## src/rtl/rs_cdb_wakeup.sv

```systemverilog
// Reservation station with dual-CDB wakeup, oldest-ready select and branch-mask squash.
// An age matrix orders entries; older_q[i][j] set means entry j was allocated before i.
module rs_cdb_wakeup #(
    parameter int DEPTH     = 8,
    parameter int PADDR_W   = 6,
    parameter int ROB_W     = 5,
    parameter int BMASK_W   = 4,
    parameter int PAYLOAD_W = 64
) (
    input  logic                     clk,
    input  logic                     rst_n,
    input  logic                     alloc_valid,
    output logic                     alloc_ready,
    input  logic [PADDR_W-1:0]       alloc_ps1,
    input  logic [PADDR_W-1:0]       alloc_ps2,
    input  logic                     alloc_ps1_rdy,
    input  logic                     alloc_ps2_rdy,
    input  logic [PADDR_W-1:0]       alloc_pd,
    input  logic [ROB_W-1:0]         alloc_rob_idx,
    input  logic [BMASK_W-1:0]       alloc_bmask,
    input  logic [PAYLOAD_W-1:0]     alloc_payload,
    input  logic                     cdb0_valid,
    input  logic [PADDR_W-1:0]       cdb0_paddr,
    input  logic                     cdb1_valid,
    input  logic [PADDR_W-1:0]       cdb1_paddr,
    input  logic                     br_resolve_valid,
    input  logic [BMASK_W-1:0]       br_resolve_bit,
    input  logic                     br_mispred,
    output logic                     issue_valid,
    input  logic                     issue_stall,
    output logic [PADDR_W-1:0]       issue_ps1,
    output logic [PADDR_W-1:0]       issue_ps2,
    output logic [PADDR_W-1:0]       issue_pd,
    output logic [ROB_W-1:0]         issue_rob_idx,
    output logic [BMASK_W-1:0]       issue_bmask,
    output logic [PAYLOAD_W-1:0]     issue_payload,
    output logic [$clog2(DEPTH):0]   occupancy
);

    localparam int IDX_W = $clog2(DEPTH);
    localparam int CNT_W = IDX_W + 1;

    logic [DEPTH-1:0]     valid_q;
    logic [DEPTH-1:0]     rdy1_q;
    logic [DEPTH-1:0]     rdy2_q;
    logic [PADDR_W-1:0]   ps1_q     [DEPTH];
    logic [PADDR_W-1:0]   ps2_q     [DEPTH];
    logic [PADDR_W-1:0]   pd_q      [DEPTH];
    logic [ROB_W-1:0]     rob_q     [DEPTH];
    logic [BMASK_W-1:0]   bmask_q   [DEPTH];
    logic [PAYLOAD_W-1:0] payload_q [DEPTH];
    logic [DEPTH-1:0]     older_q   [DEPTH];

    logic [DEPTH-1:0] req;
    logic [DEPTH-1:0] sel_oh;
    logic [DEPTH-1:0] squash;
    logic [DEPTH-1:0] valid_d;
    logic [IDX_W-1:0] sel_idx;
    logic [IDX_W-1:0] free_idx;
    logic             sel_any;
    logic             sel_hit;
    logic             mis;
    logic             clr;
    logic             deq;
    logic             alloc_fire;
    logic [BMASK_W-1:0] alloc_bmask_eff;

    function automatic logic wake(input logic [PADDR_W-1:0] t);
        return (t == '0)
            || (cdb0_valid && (cdb0_paddr == t))
            || (cdb1_valid && (cdb1_paddr == t));
    endfunction

    assign mis = br_resolve_valid && br_mispred;
    assign clr = br_resolve_valid && !br_mispred;
    assign req = valid_q & rdy1_q & rdy2_q;

    always_comb begin
        sel_oh    = '0;
        sel_idx   = '0;
        free_idx  = '0;
        occupancy = '0;
        squash    = '0;
        for (int i = DEPTH - 1; i >= 0; i--) begin
            sel_oh[i] = req[i] && ((older_q[i] & req) == '0);
            if (sel_oh[i])
                sel_idx = IDX_W'(i);
            if (!valid_q[i])
                free_idx = IDX_W'(i);
            squash[i] = mis && ((bmask_q[i] & br_resolve_bit) != '0);
            occupancy = occupancy + CNT_W'(valid_q[i]);
        end
    end

    assign sel_any     = |req;
    assign sel_hit     = squash[sel_idx];
    assign issue_valid = sel_any && !sel_hit;
    assign deq         = issue_valid && !issue_stall;
    assign alloc_ready = occupancy < CNT_W'(DEPTH);

    // A mispredict that hits the incoming op drops it before it lands
    assign alloc_fire = alloc_valid && alloc_ready
        && !(mis && ((alloc_bmask & br_resolve_bit) != '0));
    assign alloc_bmask_eff = clr ? (alloc_bmask & ~br_resolve_bit)
                                 : alloc_bmask;

    assign issue_ps1     = ps1_q[sel_idx];
    assign issue_ps2     = ps2_q[sel_idx];
    assign issue_pd      = pd_q[sel_idx];
    assign issue_rob_idx = rob_q[sel_idx];
    assign issue_bmask   = bmask_q[sel_idx];
    assign issue_payload = payload_q[sel_idx];

    always_comb begin
        valid_d = valid_q & ~squash;
        if (deq)
            valid_d[sel_idx] = 1'b0;
        if (alloc_fire)
            valid_d[free_idx] = 1'b1;
    end

    always_ff @(posedge clk or negedge rst_n) begin
        if (!rst_n)
            valid_q <= '0;
        else
            valid_q <= valid_d;
    end

    // Payload state needs no reset; valid_q alone qualifies it
    always_ff @(posedge clk) begin
        for (int i = 0; i < DEPTH; i++) begin
            if (alloc_fire && (free_idx == IDX_W'(i))) begin
                ps1_q[i]     <= alloc_ps1;
                ps2_q[i]     <= alloc_ps2;
                pd_q[i]      <= alloc_pd;
                rob_q[i]     <= alloc_rob_idx;
                payload_q[i] <= alloc_payload;
                bmask_q[i]   <= alloc_bmask_eff;
                rdy1_q[i]    <= alloc_ps1_rdy || wake(alloc_ps1);
                rdy2_q[i]    <= alloc_ps2_rdy || wake(alloc_ps2);
                older_q[i]   <= valid_q;
            end else begin
                rdy1_q[i] <= rdy1_q[i] || wake(ps1_q[i]);
                rdy2_q[i] <= rdy2_q[i] || wake(ps2_q[i]);
                if (clr)
                    bmask_q[i] <= bmask_q[i] & ~br_resolve_bit;
                if (alloc_fire)
                    older_q[i][free_idx] <= 1'b0;
            end
        end
    end

endmodule

```

## config.mk

```make
export PLATFORM = sky130hd
export DESIGN_NAME = rs_cdb_wakeup
export DESIGN_NICKNAME = d
export VERILOG_FILES = /design/src/rtl/rs_cdb_wakeup.sv
export SDC_FILE = /design/constraint.sdc
export NUM_CORES = 1
export LEC_CHECK = 0
export BUFFER_PORTS_ARGS = -buffer_cell sky130_fd_sc_hd__buf_2
export CORE_MARGIN = 2
export CORE_UTILIZATION = 61
export DETAILED_ROUTE_END_ITERATION = 8
export HOLD_SLACK_MARGIN = 0.08
export PLACE_DENSITY = 0.8
export SKIP_LAST_GASP = 1
export SLEW_MARGIN = 20
export SYNTH_ARGS = -nofsm -noshare
export SYNTH_HDL_FRONTEND = slang
export SYNTH_SLANG_ARGS = --single-unit
```

## constraint.sdc

```tcl
create_clock -name clk -period 8.45 [get_ports clk]
set_clock_uncertainty 0.1 [all_clocks]
set_input_delay 1.69 -clock clk [delete_from_list [all_inputs] [get_ports clk]]
set_output_delay 1.69 -clock clk [all_outputs]
set_load 0.01 [all_outputs]
```

==> impl_metrics.env, run 1 <==
export IMPL_status="complete, no violations"
export IMPL_crit_fanout=38
export IMPL_routed_wl_um=95900
export IMPL_cp_required_ns=6.66
export IMPL_p_comb_frac=0.219
export IMPL_clockRootBuffer="clkbuf_16"
export IMPL_synth_edf_count=784
export IMPL_start_util=0.617
export IMPL_area_growth_pct=11.9
export IMPL_rsz0062_at_grt="false"
export IMPL_worstSetupStartpointType="register"
export IMPL_drive_gt1_frac=0.173
export IMPL_reg2reg_to="payload_q[6][41]"
export IMPL_grt_max_degree=89
export IMPL_dp_hpwl_um=56100
export IMPL_netlist_area_leader_share=0.676
export IMPL_die_area_mm2=0.0590
export IMPL_yosys_cell_count_top_type="edfxtp_1"
export IMPL_holdWs_ns=0.373
export IMPL_num_vias=22436
export IMPL_drt_pass1_iter_count=9
export IMPL_synth_area_per_cell_um2=15.3
export IMPL_ys_seq_area_frac=0.696
export IMPL_yosysTopAreaCell="edfxtp_1"
export IMPL_worstSetupEndpointType="output pin"
export IMPL_maxCapViolCount=0
export IMPL_cts_htree_levels=3
export IMPL_worstSetupStartpoint="valid_q[5]"
export IMPL_power_switching_mw=3.30
export IMPL_clk_path_buf_depth=3
export IMPL_cts_buffers_inserted=81
export IMPL_ctsResizeCount=0
export IMPL_finalCritPeriodShare=0.834
export IMPL_cts_sinks=816
export IMPL_cts_tree="yes"
export IMPL_clock_latency_ns=0.61
export IMPL_port_buffers=213
export IMPL_grt_pass1_vias=22267
export IMPL_core_mm2=0.0564
export IMPL_reg2reg_from="valid_q[0]"
export IMPL_antenna_found_initial=20
export IMPL_hold_viol=0
export IMPL_cts_hold_buf=0
export IMPL_synth_area_leaders="edfxtp_1 68%, mux2i_1 5.0%, xor2_1 2.7%"
export IMPL_wl_per_cell_um=29.8
export IMPL_power_frac_seq=0.468
export IMPL_synth_warnings=0
export IMPL_cts_setup_buffers=0
export IMPL_internal_power_mw=7.79
export IMPL_ir_worst_vdd_mv=0.214
export IMPL_ys_types=66
export IMPL_die_w_um=243
export IMPL_drt_iter0_drc=3616
export IMPL_p_leak_nw=12.8
export IMPL_syn_inst=2269
export IMPL_slew_headroom=0.234
export IMPL_ios=214
export IMPL_synth_commonest_cells="784 x edfxtp_1, 173 x mux2i_1, 158 x clkbuf_1"
export IMPL_path_class="register to output pin"
export IMPL_die_y_um=243
export IMPL_fin_crit_ns=7.04
export IMPL_reg2reg_slack_ns=2.12
export IMPL_viasPerCell=6.96
export IMPL_track_usage=0.322
export IMPL_clockPowerShare=0.314
export IMPL_nets=2520
export IMPL_finalMaxSlewViolations=0
export IMPL_rows=87
export IMPL_overflow=0
export IMPL_grt_pass1_wl_um=142000
export IMPL_arrival_ns=5.25
export IMPL_ys_flop_type="edfxtp_1"
export IMPL_setup_tns_ns=0
export IMPL_reg2reg_depth=14
export IMPL_gp_congestion=0.976
export IMPL_syn_nets=2393
export IMPL_swShare=0.298
export IMPL_drc_errors=0
export IMPL_worst_pin_slew_ns=1.15
export IMPL_worst_hold_path_type="register to register"
export IMPL_crit_end="issue_payload[24]"
export IMPL_netlist_area_mm2=0.0348
export IMPL_p_per_area_mw_per_mm2=285
export IMPL_holdPathStages=2
export IMPL_ys_seq_elements=816
export IMPL_path_clk_slew_ns=0.06
export IMPL_fmax_ghz=0.142
export IMPL_finalSetupViolations=0
export IMPL_antenna_left=0
export IMPL_async_flop_share=0.00980
[power by group through the flow]
stage | Sequential (mW) | Clock (mW) | Combinational (mW)
floorplan | 5.16 | 0 | 1.48
global placement | 5.23 | 0 | 2.34
detailed placement | 5.26 | 0 | 2.38
CTS | 5.18 | 3.49 | 2.39
global route | 5.21 | 3.64 | 2.57
finish | 5.19 | 3.48 | 2.43
[layout by cell type (no fill, tap or decap), drive strengths merged, types with 28 or more instances in the layout]
master | synthesis | routed
edfxtp | 784 | 784
buf | 50 | 252
mux2i | 173 | 173
xor2 | 108 | 108
xnor2 | 107 | 107
clkbuf | 158 | 98
nand2 | 88 | 88
a222oi | 80 | 80
o221ai | 69 | 69
nand4 | 62 | 62
o21ai | 62 | 62
inv | 44 | 49
a21boi | 41 | 41
nor4 | 40 | 40
a22oi | 39 | 39
nor2 | 33 | 33
a32o | 32 | 32
clkinv | 1 | 32
mux2 | 31 | 31
o2111ai | 28 | 28
[flip-flops by register name, summed over array words and instances (netlist names)]
register and count:
payload_q 512, older_q 64, pd_q 48, ps1_q 48, ps2_q 48, rob_q 40
bmask_q 32, rdy1_q 8, rdy2_q 8, valid_q 8
[area by class of cell]
| type | instances | area (um2) |
|---|---|---|
| sequential | 816 | 24200 |
| inverter | 45 | 191 |
| clock inverter | 47 | 430 |
| multi-input combinational | 1200 | 9640 |
| timing repair buffer | 252 | 1420 |
| tap | 756 | 946 |
| clock buffer | 98 | 2090 |
| fill | 3728 | 17400 |
| antenna | 9 | 22.5 |
[through the flow]
stage | cells | total power [mW] | util | worst slack (ns) | instance area (um2)
after floorplan | 2269 | 6.63 | - | 2.30 | 34800
after global placement | 3067 | 7.57 | 0.645 | 2.30 | 36400
after detailed placement | 3067 | 7.64 | 0.645 | 2.12 | 36400
after CTS | 3212 | 11.1 | 0.690 | 1.43 | 38900
after global routing | 3222 | 11.4 | 0.691 | 1.20 | 39000
final | 3223 | 11.1 | 0.691 | 1.41 | 39000
[how the worst min path moves through the flow]
stage | slack, ns | endpoint | start
3_3_place_gp | 0.35 | older_q[1][0] | older_q[1][0]
2_1_floorplan | 0.32 | older_q[1][3] | older_q[1][3]
4_1_cts | 0.37 | older_q[1][3] | older_q[1][3]
3_5_place_dp | 0.36 | older_q[1][0] | older_q[1][0]
6_report | 0.37 | older_q[1][3] | older_q[1][3]
5_1_grt | 0.40 | older_q[1][0] | older_q[1][0]
[routing by layer]
layer | track usage | share of wire
met1 | 0.442 | 0.38
met3 | 0.0674 | 0.11
met4 | 0.147 | 0.038
met5 | 0 | 0.0012
met2 | 0.500 | 0.47
[cell families (layout without fill, tap and decap cells)]
logic type                 Yosys count  in the layout  share of synthesized area
AOI/OAI and AO/OA                  436            436                      0.102
xor gates and xnor gates           215            215                     0.0541
adders and majority gates            7              7                    0.00338
buffers and inverters              253            442                     0.0297
DFF                                816            816                      0.696
muxes                              204            204                     0.0619
other                                0              9                          0
and+or+nand+nor                    338            338                     0.0531
[critical path: stages (launching register included)]
cell	delay, ns
dfrtp_1	0.82
nand3_1	0.31
o2111ai_1	0.36
and4b_1	0.28
o31a_2	0.40
buf_4	0.35
nor2_4	0.62
buf_4	0.64
buf_4	0.36
a222oi_1	0.11
o221ai_1	0.16
buf_2	0.20
(Power assumes the default switching activity.)
==> run 2, diff against run 1 <==
clock period = 6.87 ns   (was 8.45 ns; I/O delays follow)
==> impl_metrics.env, run 2 (synthesis gave the netlist of run 1 again) <==
export IMPL_drive_gt1_frac=0.175
export IMPL_path_clk_slew_ns=0.06
export IMPL_clockRootBuffer="clkbuf_16"
export IMPL_clock_latency_ns=0.62
export IMPL_ctsResizeCount=0
export IMPL_slew_headroom=0.263
export IMPL_track_usage=0.320
export IMPL_nFillCells=3634
export IMPL_placed_cell_area_mm2=0.0365
export IMPL_cts_buffers_inserted=83
export IMPL_drt_iter0_drc=3524
export IMPL_maxCapViolCount=0
export IMPL_overflow=0
export IMPL_worst_slack_ns=0.486
export IMPL_worst_pin_slew_ns=1.10
export IMPL_cts_tree="yes"
export IMPL_finalMaxSlewViolations=0
export IMPL_start_util=0.617
export IMPL_grt_pass1_vias=22110
export IMPL_die_y_um=243
export IMPL_cts_hold_buf=0
export IMPL_layout_common_cells="784 x edfxtp_1, 213 x buf_2, 173 x mux2i_1"
export IMPL_layout_commonest_cell="edfxtp_1"
export IMPL_cp_required_ns=5.40
export IMPL_internal_power_mw=9.66
export IMPL_status="finished with violations"
export IMPL_num_vias=22255
export IMPL_cp_top_family="simple AND/OR/NAND/NOR gates"
export IMPL_finalCritPeriodShare=0.929
export IMPL_power_switching_mw=4.09
export IMPL_die_w_um=243
export IMPL_reg2reg_slack_ns=1.11
export IMPL_port_buffers=213
export IMPL_worstPathBufferInverterCount=2
export IMPL_core_mm2=0.0564
export IMPL_routed_wl_um=95200
export IMPL_p_comb_frac=0.217
export IMPL_drt_pass1_iter_count=9
export IMPL_p_leak_nw=12.9
export IMPL_fin_crit_ns=6.38
export IMPL_largestRegisters="payload_q: 512 flops, older_q: 64 flops"
export IMPL_critPathMaxStageDelay_ns=0.80
export IMPL_dp_hpwl_um=57000
export IMPL_setup_tns_ns=0
export IMPL_cts_setup_buffers=0
export IMPL_fmax_ghz=0.157
export IMPL_path_class="register to output pin"
export IMPL_drc_errors=2
export IMPL_nets=2526
export IMPL_clk_path_buf_depth=3
export IMPL_power_frac_seq=0.464
export IMPL_viasPerCell=6.89
export IMPL_design_area_mm2=0.0392
export IMPL_antenna_found_initial=13
export IMPL_die_area_mm2=0.0590
export IMPL_wl_per_cell_um=29.5
export IMPL_cts_sinks=816
export IMPL_largest_reg_flops=512
export IMPL_pre_cts_slack_ns=1.18
export IMPL_swShare=0.298
export IMPL_worstSetupStartpointType="register"
export IMPL_worst_hold_path_type="register to register"
export IMPL_top_register="payload_q"
export IMPL_violations="DRC"
export IMPL_ios=214
export IMPL_critPathSlowestCell="and2_2"
export IMPL_rows=87
export IMPL_rsz0062_at_grt="false"
export IMPL_hold_viol=0
export IMPL_area_growth_pct=12.5
export IMPL_grt_pass1_wl_um=141000
export IMPL_cts_htree_levels=3
export IMPL_worstPathCellList="and3_1 -> nand2_1 -> and4b_1 -> nor4_2 -> and2_2 -> buf_12 -> a222oi_1 -> a21boi_0 -> o221ai_1 -> buf_2"
export IMPL_worstSetupEndpointType="output pin"
export IMPL_arrival_ns=4.91
export IMPL_ir_worst_vdd_mv=0.243
export IMPL_grt_max_degree=66
export IMPL_antenna_left=0
export IMPL_clockPowerShare=0.318
export IMPL_crit_fanout=47
export IMPL_gp_congestion=0.979
export IMPL_finalSetupViolations=0
export IMPL_p_per_area_mw_per_mm2=351
[run 2: cell count changes in the layout (fill, tap and decap cells not counted), moves of 2 or more]
cell       previous run  this run
clkbuf_1             17        27
buf_12                3        12
clkinv_1             22        14
clkbuf_8              0         7
clkinv_2             10         5
buf_4                34        31
bufinv_16             8         5
clkbuf_16            81        84
inv_6                 5         3
[run 2: path summary, 6_finish.rpt]
check,startpoint,cells after the start,endpoint
worst max-delay path,valid_q[1],10,issue_bmask[1]
worst min-delay path,older_q[1][4],1,older_q[1][4]
worst max register to register,valid_q[1],16,bmask_q[4][3]
worst min register to register,older_q[1][4],1,older_q[1][4]
max in group asynchronous,rst_n,1,valid_q[7]
min in group asynchronous,rst_n,1,valid_q[0]
[run 2: final cells by class]
type | count | area [um2] | area share
Antenna cell | 8 | 20.0 | 0.000511
Clock buffer | 118 | 2300 | 0.0587
Clock inverter | 32 | 314 | 0.00802
Inverter | 45 | 189 | 0.00482
Multi-Input combinational cell | 1200 | 9630 | 0.246
Sequential cell | 816 | 24200 | 0.619
Tap cell | 756 | 946 | 0.0242
Timing Repair Buffer | 256 | 1540 | 0.0393
[run 2: power by group through the flow]
stage,registers [mW],clock network (mW),logic (mW)
floorplan,6.34,0,1.82
global placement,6.43,0,2.90
detailed placement,6.46,0,2.96
CTS,6.37,4.39,2.97
global route,6.41,4.59,3.18
finish,6.38,4.38,2.99
[run 2: worst register-to-register path, delay by kind of cell, from the launching register on]
kind            cells  cell delay (ns)
buf+inv             4             0.92
flops               1             0.70
fa+ha+maj           4             1.64
compound gates      2             0.47
simple gates        6             1.68
[run 2: routing by layer]
metal / up-vias / share of wire / GRT usage / routed length [um]
met5: - / 0.00069 / 0 / 66
met4: 12 / 0.035 / 0.134 / 3350
met3: 244 / 0.12 / 0.0692 / 11000
met2: 1567 / 0.47 / 0.495 / 44700
met1: 11115 / 0.38 / 0.447 / 36000
li1: 9317 / - / - / -
[run 2: per-stage QoR]
stage | total power, mW | hold WS [ns] | utilization | cells
floorplan | 8.16 | 0.321 | - | 2269
detailed placement | 9.42 | 0.354 | 0.648 | 3073
global placement | 9.33 | 0.356 | 0.648 | 3073
CTS | 13.7 | 0.374 | 0.694 | 3223
finish | 13.7 | 0.375 | 0.694 | 3231
global route | 14.2 | 0.391 | 0.694 | 3229
